==> src/rtl/dff_latch_bist.sv <==
// dff_latch_bist: built-in self-test engine for one D flip-flop and one
// transparent D latch. An LFSR supplies d/en stimulus, the q/q_bar returns
// are compared every cycle against golden models, and the engine reports
// pass/fail, a saturating error count and the first failing vector index.
//
// Run timeline for N = num_vectors (N > 0):
//   start edge : vector 0 is put on d_out/en_out, LFSR reloaded with seed
//   PRIME      : vector 0 settles into the unit, nothing is checked
//   RUN idx    : responses are checked, vector idx+1 is driven at the edge
//   DRAIN      : only the flip-flop capture of the last vector is checked
//   DONE       : results held until the next start
module dff_latch_bist #(
    parameter logic [15:0] SEED     = 16'hACE1,
    parameter int          ERR_W    = 8,
    parameter bit          EN_FORCE = 1'b0
) (
    input  logic             clk,
    input  logic             rst,
    input  logic             start,
    input  logic [15:0]      num_vectors,
    output logic             d_out,
    output logic             en_out,
    input  logic             q_ff_in,
    input  logic             q_bar_ff_in,
    input  logic             q_latch_in,
    input  logic             q_bar_latch_in,
    output logic             busy,
    output logic             done,
    output logic             pass,
    output logic [ERR_W-1:0] err_count,
    output logic [15:0]      first_err_idx
);

    // FSM encoding
    localparam logic [2:0] S_IDLE  = 3'd0;
    localparam logic [2:0] S_PRIME = 3'd1;
    localparam logic [2:0] S_RUN   = 3'd2;
    localparam logic [2:0] S_DRAIN = 3'd3;
    localparam logic [2:0] S_DONE  = 3'd4;

    // An all-zero seed would lock the LFSR, so it is replaced by 1
    localparam logic [15:0] SEED_EFF = (SEED == 16'h0000) ? 16'h0001 : SEED;

    localparam logic [ERR_W-1:0] ERR_MAX = '1;
    localparam logic [15:0]      NO_ERR  = 16'hFFFF;

    logic [2:0]  state;
    logic [15:0] lfsr;
    logic [15:0] lfsr_nxt;
    logic        lfsr_fb;
    logic [15:0] num_lat;
    logic [15:0] idx;
    logic        last_vec;
    logic        start_ok;

    logic        m_ff;
    logic        ff_v;
    logic        m_lat;
    logic        lat_v;

    logic        lat_exp;
    logic        ff_fail;
    logic        lat_fail;
    logic        check_fail;

    // Fibonacci LFSR step (taps 16,14,13,11), shifting toward bit 0
    always_comb begin
        lfsr_fb  = lfsr[0] ^ lfsr[2] ^ lfsr[3] ^ lfsr[5];
        lfsr_nxt = {lfsr_fb, lfsr[15:1]};
    end

    // Run control decode: accepted start and last-vector detection
    always_comb begin
        start_ok = start && ((state == S_IDLE) || (state == S_DONE));
        last_vec = (idx == (num_lat - 16'd1));
    end

    // Golden comparison: flip-flop always, latch only in RUN, none in PRIME
    always_comb begin
        lat_exp  = en_out ? d_out : m_lat;
        ff_fail  = ff_v && ((q_ff_in != m_ff) || (q_bar_ff_in != ~m_ff));
        lat_fail = (en_out || lat_v) &&
                   ((q_latch_in != lat_exp) || (q_bar_latch_in != ~lat_exp));
        check_fail = 1'b0;
        if (state == S_RUN) begin
            check_fail = ff_fail || lat_fail;
        end else if (state == S_DRAIN) begin
            check_fail = ff_fail;
        end
    end

    // Sequencer: IDLE -> PRIME -> RUN x N -> DRAIN -> DONE, vector index
    always_ff @(posedge clk) begin
        if (rst) begin
            state   <= S_IDLE;
            idx     <= 16'd0;
            num_lat <= 16'd0;
        end else begin
            case (state)
                S_IDLE, S_DONE: begin
                    if (start) begin
                        num_lat <= num_vectors;
                        idx     <= 16'd0;
                        state   <= (num_vectors == 16'd0) ? S_DONE : S_PRIME;
                    end
                end
                S_PRIME: begin
                    idx   <= 16'd0;
                    state <= S_RUN;
                end
                S_RUN: begin
                    if (last_vec) begin
                        state <= S_DRAIN;
                    end else begin
                        idx <= idx + 16'd1;
                    end
                end
                S_DRAIN: begin
                    state <= S_DONE;
                end
                default: begin
                    state <= S_IDLE;
                end
            endcase
        end
    end

    // Stimulus drive: vector 0 on start, next LFSR vector each RUN cycle
    always_ff @(posedge clk) begin
        if (rst) begin
            lfsr   <= SEED_EFF;
            d_out  <= 1'b0;
            en_out <= 1'b0;
        end else if (start_ok) begin
            lfsr <= SEED_EFF;
            if (num_vectors != 16'd0) begin
                d_out  <= SEED_EFF[0];
                en_out <= EN_FORCE ? 1'b1 : SEED_EFF[1];
            end
        end else if (state == S_RUN) begin
            lfsr   <= lfsr_nxt;
            d_out  <= lfsr_nxt[0];
            en_out <= EN_FORCE ? 1'b1 : lfsr_nxt[1];
        end
    end

    // Golden models track what the flip-flop and latch have captured
    always_ff @(posedge clk) begin
        if (rst || start_ok) begin
            m_ff  <= 1'b0;
            ff_v  <= 1'b0;
            m_lat <= 1'b0;
            lat_v <= 1'b0;
        end else if ((state == S_PRIME) || (state == S_RUN)) begin
            m_ff <= d_out;
            ff_v <= 1'b1;
            if (en_out) begin
                m_lat <= d_out;
                lat_v <= 1'b1;
            end
        end
    end

    // Error accounting: one count per failing cycle, saturating; first index
    always_ff @(posedge clk) begin
        if (rst || start_ok) begin
            err_count     <= '0;
            first_err_idx <= NO_ERR;
        end else if (check_fail) begin
            if (err_count != ERR_MAX) begin
                err_count <= err_count + 1'b1;
            end
            if (err_count == '0) begin
                first_err_idx <= idx;
            end
        end
    end

    // Status outputs decoded from the state register
    always_comb begin
        busy = (state == S_PRIME) || (state == S_RUN) || (state == S_DRAIN);
        done = (state == S_DONE);
        pass = (state == S_DONE) && (err_count == '0);
    end

endmodule

==> config.mk <==
export PLATFORM = sky130hd
export DESIGN_NAME = dff_latch_bist
export DESIGN_NICKNAME = d
export VERILOG_FILES = /design/src/rtl/dff_latch_bist.sv
export SDC_FILE = /design/constraint.sdc
export NUM_CORES = 1
export LEC_CHECK = 0
export BUFFER_PORTS_ARGS = -buffer_cell sky130_fd_sc_hd__buf_2
export CORE_ASPECT_RATIO = 2
export CORE_MARGIN = 2
export CORE_UTILIZATION = 57
export DETAILED_ROUTE_END_ITERATION = 8
export PLACE_DENSITY = 0.8
export SLEW_MARGIN = 20
export SYNTH_ARGS = -nofsm -noshare
export SYNTH_HDL_FRONTEND = slang
export SYNTH_SLANG_ARGS = --single-unit
==> constraint.sdc <==
create_clock -name clk -period 3.8 [get_ports clk]
set_input_delay 0 -clock clk [delete_from_list [all_inputs] [get_ports clk]]
set_output_delay 0 -clock clk [all_outputs]
set_load 0.05 [all_outputs]
Word-level counts from Yosys, hierarchy flattened
Cells that the tools add are included.
- bits in registers: 81
- output and inout port bits: 29
- add/sub/neg operators: 3
- equal/unequal tests: 14
- mux-type cells: 16
- bitwise gates (word level): 5
- reduce and logical (&&, ||, !) cells: 27
- operators by type and width (operator ; count):
    case mux 16 bit (3 select lines) ; 1
    2-to-1 mux 16 bit ; 2
    adder 16 x 1 -> 16 bit (second input constant) ; 1
    equality test 16 bit ; 1
    logical NOT 16 bit ; 1
    nonzero test 16 bit ; 1
    subtractor 16 x 1 -> 16 bit (second input constant) ; 1
    case mux 3 bit (4 select lines) ; 1
    AND reduction 2 bit ; 6
    2-to-1 mux 1 bit ; 9
    2-to-1 mux 3 bit ; 3
    adder 8 x 1 -> 8 bit (second input constant) ; 1
    logical NOT 8 bit ; 1
    logical OR 1 bit ; 8
    != test 8 bit (second input constant) ; 1
    equality test 3 x 2 -> 1 bit (second input constant) ; 2
    != test 2 bit (second input constant) ; 3
    logical AND 1 bit ; 4
    != test 1 bit ; 4
    OR reduction 2 bit ; 2
    equality test 3 x 1 -> 1 bit (second input constant) ; 1
    equality test 3 bit (second input constant) ; 1
    logical NOT 3 bit ; 1
    AND reduction 3 bit ; 1
    5 further kinds ; 8

Depth between registers and ports, before layout
Gate-level depths: netlist of run 1.
- depth in word-level cells: 8
- depth in mapped cells: 12
- mapped depth without buffers: 11

Least setup slack after synthesis of run 1
No wires, ideal clock.
- path kind: register to register
- start: reg num_lat[0]
- end: reg idx[14]
- arrival: 2.650 ns
- data required time: 3.732 ns
- slack: 1.082 ns
- cell stages (with the launch flop): 12
- path buffers: 0
- path through: dfxtp_1 > inv_1 > ha_1 > nor3b_2 > and3_1 > or2_1 > a211oi_1 > or4_4 > o21ai_4 > and2_4 > or4_2 > a21oi_2
- longest elaborated chain between the ends: 4
- RTL lines (item ; RTL line ; text):
    start: declaration ; 51 ; logic [15:0] num_lat;
    start signal: assignment ; 102 ; num_lat <= num_vectors;
    subtractor 16 x 1 -> 16 bit ; 75 ; last_vec = (idx == (num_lat - 16'd1));
    equality test 16 bit ; 75 ;
    != test 2 bit (no source line) ; n/a ;
    AND reduction 3 bit (no source line) ; n/a ;
    end signal: assignment ; 115 ; idx <= idx + 16'd1;
    end: declaration ; 52 ; logic [15:0] idx;
No other way between the ends.
A chain may end at the register's enable or synchronous reset.

Final worst setup path of run 1
Same ends and word-level chain as after synthesis.

==> flow_metrics.env, run 1 <==
export IMPL_outcome="completed"
export IMPL_period_share=0.808
export IMPL_rsz0062_at_grt="no"
export IMPL_grt_pass1_vias=3664
export IMPL_num_rows=42
export IMPL_ios=52
export IMPL_tritoncts="yes"
export IMPL_grt_ovfl_total=0
export IMPL_grt_pass1_wl_mm=16.8
export IMPL_required_ns=4.07
export IMPL_synthArstFlopShare=0
export IMPL_worstSkewPairLatency_ns=0.34
export IMPL_min_period_ns=3.07
export IMPL_synth_area_per_cell_sq_um=8.25
export IMPL_tns_ns=0
export IMPL_hpwl_mm=6.82
export IMPL_yosysMostFrequentCell="nand2_1"
export IMPL_worst_path_max_fanout=15
export IMPL_drtIter0Drc=195
export IMPL_cts_buffers=9
export IMPL_path_class="flop to flop"
export IMPL_worstPathArrival_ns=3.34
export IMPL_cts_sinks=81
export IMPL_drt_total_wl_mm=9.97
export IMPL_cts_resized_gates=0
export IMPL_synth_area_sq_um=3930
export IMPL_die_y_um=121
export IMPL_hold_path_class="input pin to flop"
export IMPL_synth_fp_nets=503
export IMPL_start_util=0.593
export IMPL_setup_viol=0
export IMPL_htree_levels=3
export IMPL_synthXorXnorAreaFrac=0.0803
export IMPL_relSlewSlack=0.525
export IMPL_fin_nets=562
export IMPL_antennaDiodeCount=0
export IMPL_area_growth_pct=19.8
export IMPL_synth_top_area_frac=0.413
export IMPL_muxShareOfSynthArea=0.0538
export IMPL_post_cts_setup_buffer_count=0
export IMPL_peakVddDrop_v=0.000317
export IMPL_drc=0
export IMPL_vias=3649
export IMPL_cellLeakagePower_nw=1.80
export IMPL_synth_edff_count=0
export IMPL_synth_warnings=0
export IMPL_clk_pin_slew_ns=0.06
export IMPL_gp_congestion=0.888
export IMPL_track_usage=0.284
export IMPL_core_area_sq_um=6620
export IMPL_io_buffers=51
export IMPL_ys_ff_latch=81
export IMPL_grt_max_degree=27
export IMPL_clockRootBuffer="clkbuf_16"
export IMPL_synthCells=476
export IMPL_synthAdderAreaFrac=0.0127
export IMPL_via_per_inst=5.81
export IMPL_seq_area_frac_synth=0.413
export IMPL_synth_cell_types=57
export IMPL_worstSetupStartpointType="flop"
export IMPL_fin_skew_ns=0.00878
export IMPL_design_die_area_sq_um=7610
export IMPL_ant_nets=0
export IMPL_ys_flop_type="dfxtp_1"
export IMPL_power_mw=2.31
export IMPL_hold_ws_ns=0.0961
export IMPL_drive_gt1_frac=0.163
export IMPL_endpoint_kind="flop"
export IMPL_synth_area_leaders="dfxtp_1 41%, nand2_1 9.7%, a21oi_1 5.6%"
export IMPL_antenna_found_initial=0
export IMPL_numPlacedInstances=596
export IMPL_fp_dieW_um=62.7
export IMPL_yosysTopAreaCell="dfxtp_1"
export IMPL_pwr_density_cell_nw_per_um2=490
export IMPL_synth_compound_area_frac=0.117
export IMPL_synthTopCellsByCount="101 x nand2_1, 81 x dfxtp_1, 44 x a21oi_1, 44 x nor2_1, 23 x xnor2_1"
export IMPL_tightest_slew_ns=0.713
export IMPL_drt_pass1_iter_count=5
export IMPL_synth_top_family_by_area="simple AND/OR/NAND/NOR gates"
export IMPL_fmax_ghz=0.326
export IMPL_maxSlewViolCount=0
export IMPL_synthSimpleGateAreaFrac=0.294
export IMPL_cap_violations=0
export IMPL_cts_path_max_buffers=2
export IMPL_hold_viol_final=0
export IMPL_finalNonFillerCells=628
export IMPL_wl_per_cell_um=15.9
[power by group]
part	total, mW	switching [mW]	internal [mW]
logic	0.440	0.275	0.165
registers	0.943	0.0527	0.890
clock network	0.924	0.347	0.577
total	2.31	0.674	1.63
[worst paths after layout]
kind | cells after the start | slack, ns | startpoint | end
worst min register to register | 2 | 0.46 | lfsr[12] | lfsr[12]
worst max-delay path | 11 | 0.73 | num_lat[0] | idx[14]
worst max register to register | 11 | 0.73 | num_lat[0] | idx[14]
worst min-delay path | 4 | 0.1 | start | state[2]
[cell families after synthesis]
group | count (synthesis)
adders and majority gates | 4
and+or+nand+nor | 232
xor gates and xnor gates | 36
buffers and inverters | 27
DFF | 81
muxes | 21
AOI/OAI and AO/OA | 75
[cell type report]
cell class	instances	area, sq um
clock buffer	10	229
clock inverter	6	92.6
fill	547	1920
inverter	4	15.0
multi-input combinational	368	2190
sequential	81	1620
tap	88	110
timing repair buffer	71	445
[layout by cell type (no fill, tap or decap), types with 6 or more instances in the layout]
cell type,netlist,routed
and3_1,7,7
nand2_1,101,101
xnor2_1,23,23
buf_2,3,51
nand4_1,7,7
nand3_1,19,19
dfxtp_1,81,81
clkbuf_16,0,9
mux2i_1,20,20
a21oi_1,44,44
nor2_1,44,43
a211oi_1,6,6
dlygate4sd3_1,0,16
nand2b_1,7,7
xor2_1,13,13
nor3_1,6,6
[timing repair]
action / CTS / global route
endpoints found under the setup margin: 0 / 0
hold buffers: 16 / 0
endpoints found under the hold margin: 16 / 0
[metrics by stage]
step	util	setup WS (ns)	area, sq um
after CTS	0.711	0.773	4710
after global routing	0.711	0.573	4710
after floorplan	-	1.08	3930
after global placement	0.638	0.949	4220
final	0.711	0.730	4710
after detailed placement	0.638	0.772	4220
[metal layers]
metal	track usage	vias to the layer above	wire, um
met2	0.520	128	5290
met5	0	-	0
met3	0.0529	57	429
met1	0.268	1703	3480
met4	0.229	0	771
li1	-	1761	-
[flip-flops by register name, summed over array words and instances, names as in the netlist]
signal	count
d_out	1
en_out	1
err_count	8
ff_v	1
first_err_idx	16
idx	16
lat_v	1
lfsr	16
m_ff	1
m_lat	1
num_lat	16
state	3
[worst max-delay path, stage by stage (launching register included)]
cell      delay [ns]
dfxtp_1         0.36
inv_1           0.08
ha_1            0.19
nor3b_2         0.39
a21oi_1         0.16
or2_1           0.25
a211oi_1        0.26
or4_4           0.20
o21ai_4         0.11
and2_4          0.24
or4_2           0.62
a21oi_2         0.15
Note: power is estimated with default switching activity, not from simulation.
==> inputs of run 2 (changes only) <==
--- a/config.mk
+++ b/config.mk
@@ -8,9 +8,9 @@
 export BUFFER_PORTS_ARGS = -buffer_cell sky130_fd_sc_hd__buf_2
 export CORE_ASPECT_RATIO = 2
 export CORE_MARGIN = 2
-export CORE_UTILIZATION = 57
+export CORE_UTILIZATION = 52
 export DETAILED_ROUTE_END_ITERATION = 8
-export PLACE_DENSITY = 0.8
+export PLACE_DENSITY = 0.77
 export SLEW_MARGIN = 20
 export SYNTH_ARGS = -nofsm -noshare
 export SYNTH_HDL_FRONTEND = slang
==> constraint.sdc (replaced) <==
create_clock -name clk -period 2.7 [get_ports clk]
set_input_delay 0 -clock clk [delete_from_list [all_inputs] [get_ports clk]]
set_output_delay 0 -clock clk [all_outputs]
set_load 0.05 [all_outputs]
==> flow_metrics.env, run 2 (synthesis results as in run 1) <==
export IMPL_outcome="finished with violations"
export IMPL_violations="setup timing"
export IMPL_crit_chain="inv_2 > ha_4 > nor3b_4 > buf_4 > xor2_1 > nor4b_2 > a211oi_2 > or4_4 > o21ai_4 > and2_4 > o31ai_2 > a21oi_1"
export IMPL_fp_dieW_um=65.5
export IMPL_cellLeakagePower_nw=2.00
export IMPL_design_die_area_sq_um=8310
export IMPL_final_cell_mix="100 x nand2_1, 79 x dfxtp_1, 51 x buf_2"
export IMPL_fin_skew_ns=0.00592
export IMPL_grt_max_degree=27
export IMPL_hold_viol_final=0
export IMPL_intPower_mw=2.37
export IMPL_hold_ws_ns=0.0587
export IMPL_die_y_um=127
export IMPL_grt_pass1_vias=3758
export IMPL_grtUsageMet2=0.495
export IMPL_worstSetupStartpointType="flop"
export IMPL_fin_nets=594
export IMPL_grt_pass1_wl_mm=17.3
export IMPL_gp_congestion=0.883
export IMPL_rsz0062_at_grt="yes"
export IMPL_cts_sinks=81
export IMPL_cts_path_max_buffers=2
export IMPL_io_buffers=51
export IMPL_start_util=0.540
export IMPL_area_growth_pct=29.6
export IMPL_tritoncts="yes"
export IMPL_drive_gt1_frac=0.247
export IMPL_ant_nets=0
export IMPL_grt_ovfl_total=0
export IMPL_min_period_ns=2.79
export IMPL_tightest_slew_ns=0.693
export IMPL_core_area_sq_um=7270
export IMPL_worstSkewPairLatency_ns=0.35
export IMPL_antennaDiodeCount=0
export IMPL_vias=3772
export IMPL_clockRootBuffer="clkbuf_16"
export IMPL_utilization=0.700
export IMPL_num_rows=44
export IMPL_seq_power_share=0.388
export IMPL_via_per_inst=5.68
export IMPL_swShare=0.302
export IMPL_top_usage_layer="met2"
export IMPL_worstPathArrival_ns=3.06
export IMPL_worst_path_max_fanout=7
export IMPL_wl_per_cell_um=16.4
export IMPL_peakVddDrop_v=0.000434
export IMPL_pwr_density_cell_nw_per_um2=667
export IMPL_cap_violations=0
export IMPL_cp_slowest_cell="or4_4"
export IMPL_period_share=1.03
export IMPL_drc=0
export IMPL_p_clk_frac=0.374
export IMPL_drt_pass1_iter_count=4
export IMPL_relSlewSlack=0.538
export IMPL_setup_viol=16
export IMPL_ios=52
export IMPL_slowest_delay_ns=0.55
export IMPL_htree_levels=3
export IMPL_grt_met3_usage=0.0541
export IMPL_endpoint_kind="flop"
export IMPL_drtIter0Drc=236
export IMPL_antenna_found_initial=0
export IMPL_power_switching_mw=1.02
export IMPL_maxSlewViolCount=0
export IMPL_tns_ns=-0.871
export IMPL_hpwl_mm=7.31
export IMPL_comb_power_share=0.238
export IMPL_fin_ws_ns=-0.0916
export IMPL_cts_buffers=9
export IMPL_fmax_ghz=0.358
export IMPL_required_ns=2.97
export IMPL_clk_pin_slew_ns=0.06
export IMPL_hold_path_class="input pin to flop"
export IMPL_drt_total_wl_mm=10.9
export IMPL_met1_usage=0.263
export IMPL_track_usage=0.269
export IMPL_path_class="flop to flop"
export IMPL_layout_commonest_cell="nand2_1"
-- run 2: changes by cell type in the layout (fill, tap and decap cells not counted), sizes merged --
cell,before,now
and2,4,5
bufinv,2,1
inv,4,5
clkbuf,10,11
buf,55,86
clkinv,2,1
-- run 2: final timing paths --
| path | startpoint | end | slack [ns] | cells past startpoint |
|---|---|---|---|---|
| max | num_lat[1] | idx[15] | -0.09 | 12 |
| min reg2reg | lfsr[13] | lfsr[12] | 0.45 | 2 |
| min | start | state[2] | 0.06 | 4 |
| max reg2reg | num_lat[1] | idx[15] | -0.09 | 12 |
-- run 2: power groups by stage --
stage,clock network (mW),registers (mW),logic (mW)
after detailed placement,0,1.34,0.669
after CTS,1.28,1.31,0.735
after floorplan,0,1.35,0.463
final,1.27,1.32,0.809
after global placement,0,1.33,0.657
after global routing,1.33,1.32,0.871
-- run 2: per-layer routing --
layer  wire [um]  vias up
met4         611        0
met2        5950      106
met3         428       44
met5           0        -
li1            -     1826
met1        3900     1796
-- run 2: final cells by class --
cell class | count | area [sq um]
Clock buffer | 11 | 253
Clock inverter | 5 | 62.6
Fill cell | 574 | 2180
Inverter | 4 | 15.0
Multi-Input combinational cell | 369 | 2330
Sequential cell | 81 | 1620
Tap cell | 92 | 115
Timing Repair Buffer | 102 | 689
-- run 2: critical path, delay by kind of cell, from the launching register on --
family	cells	cell delay, ns
simple gates	4	1.40
fa+ha+maj	1	0.14
xor+xnor	1	0.07
compound gates	4	0.54
buf+inv	2	0.25
flops	1	0.33
-- run 2: repair_timing --
action,4_1_cts,5_1_grt
cloned,1,0
endpoints found under the setup margin,16,17
pin swaps,9,26
hold buffers,16,0
setup buffers,4,4
resized for setup,13,20
endpoints found under the hold margin,16,0
-- run 2: per-stage QoR --
step / total power, mW / setup slack, ns / cell area, sq um / instances
2_1_floorplan: 1.81 / 0.0142 / 3930 / 476
3_3_place_gp: 1.99 / -0.0252 / 4400 / 623
3_5_place_dp: 2.01 / -0.142 / 4400 / 623
4_1_cts: 3.33 / -0.0120 / 4960 / 660
5_1_grt: 3.52 / -0.179 / 5090 / 664
6_report: 3.39 / -0.0916 / 5090 / 664
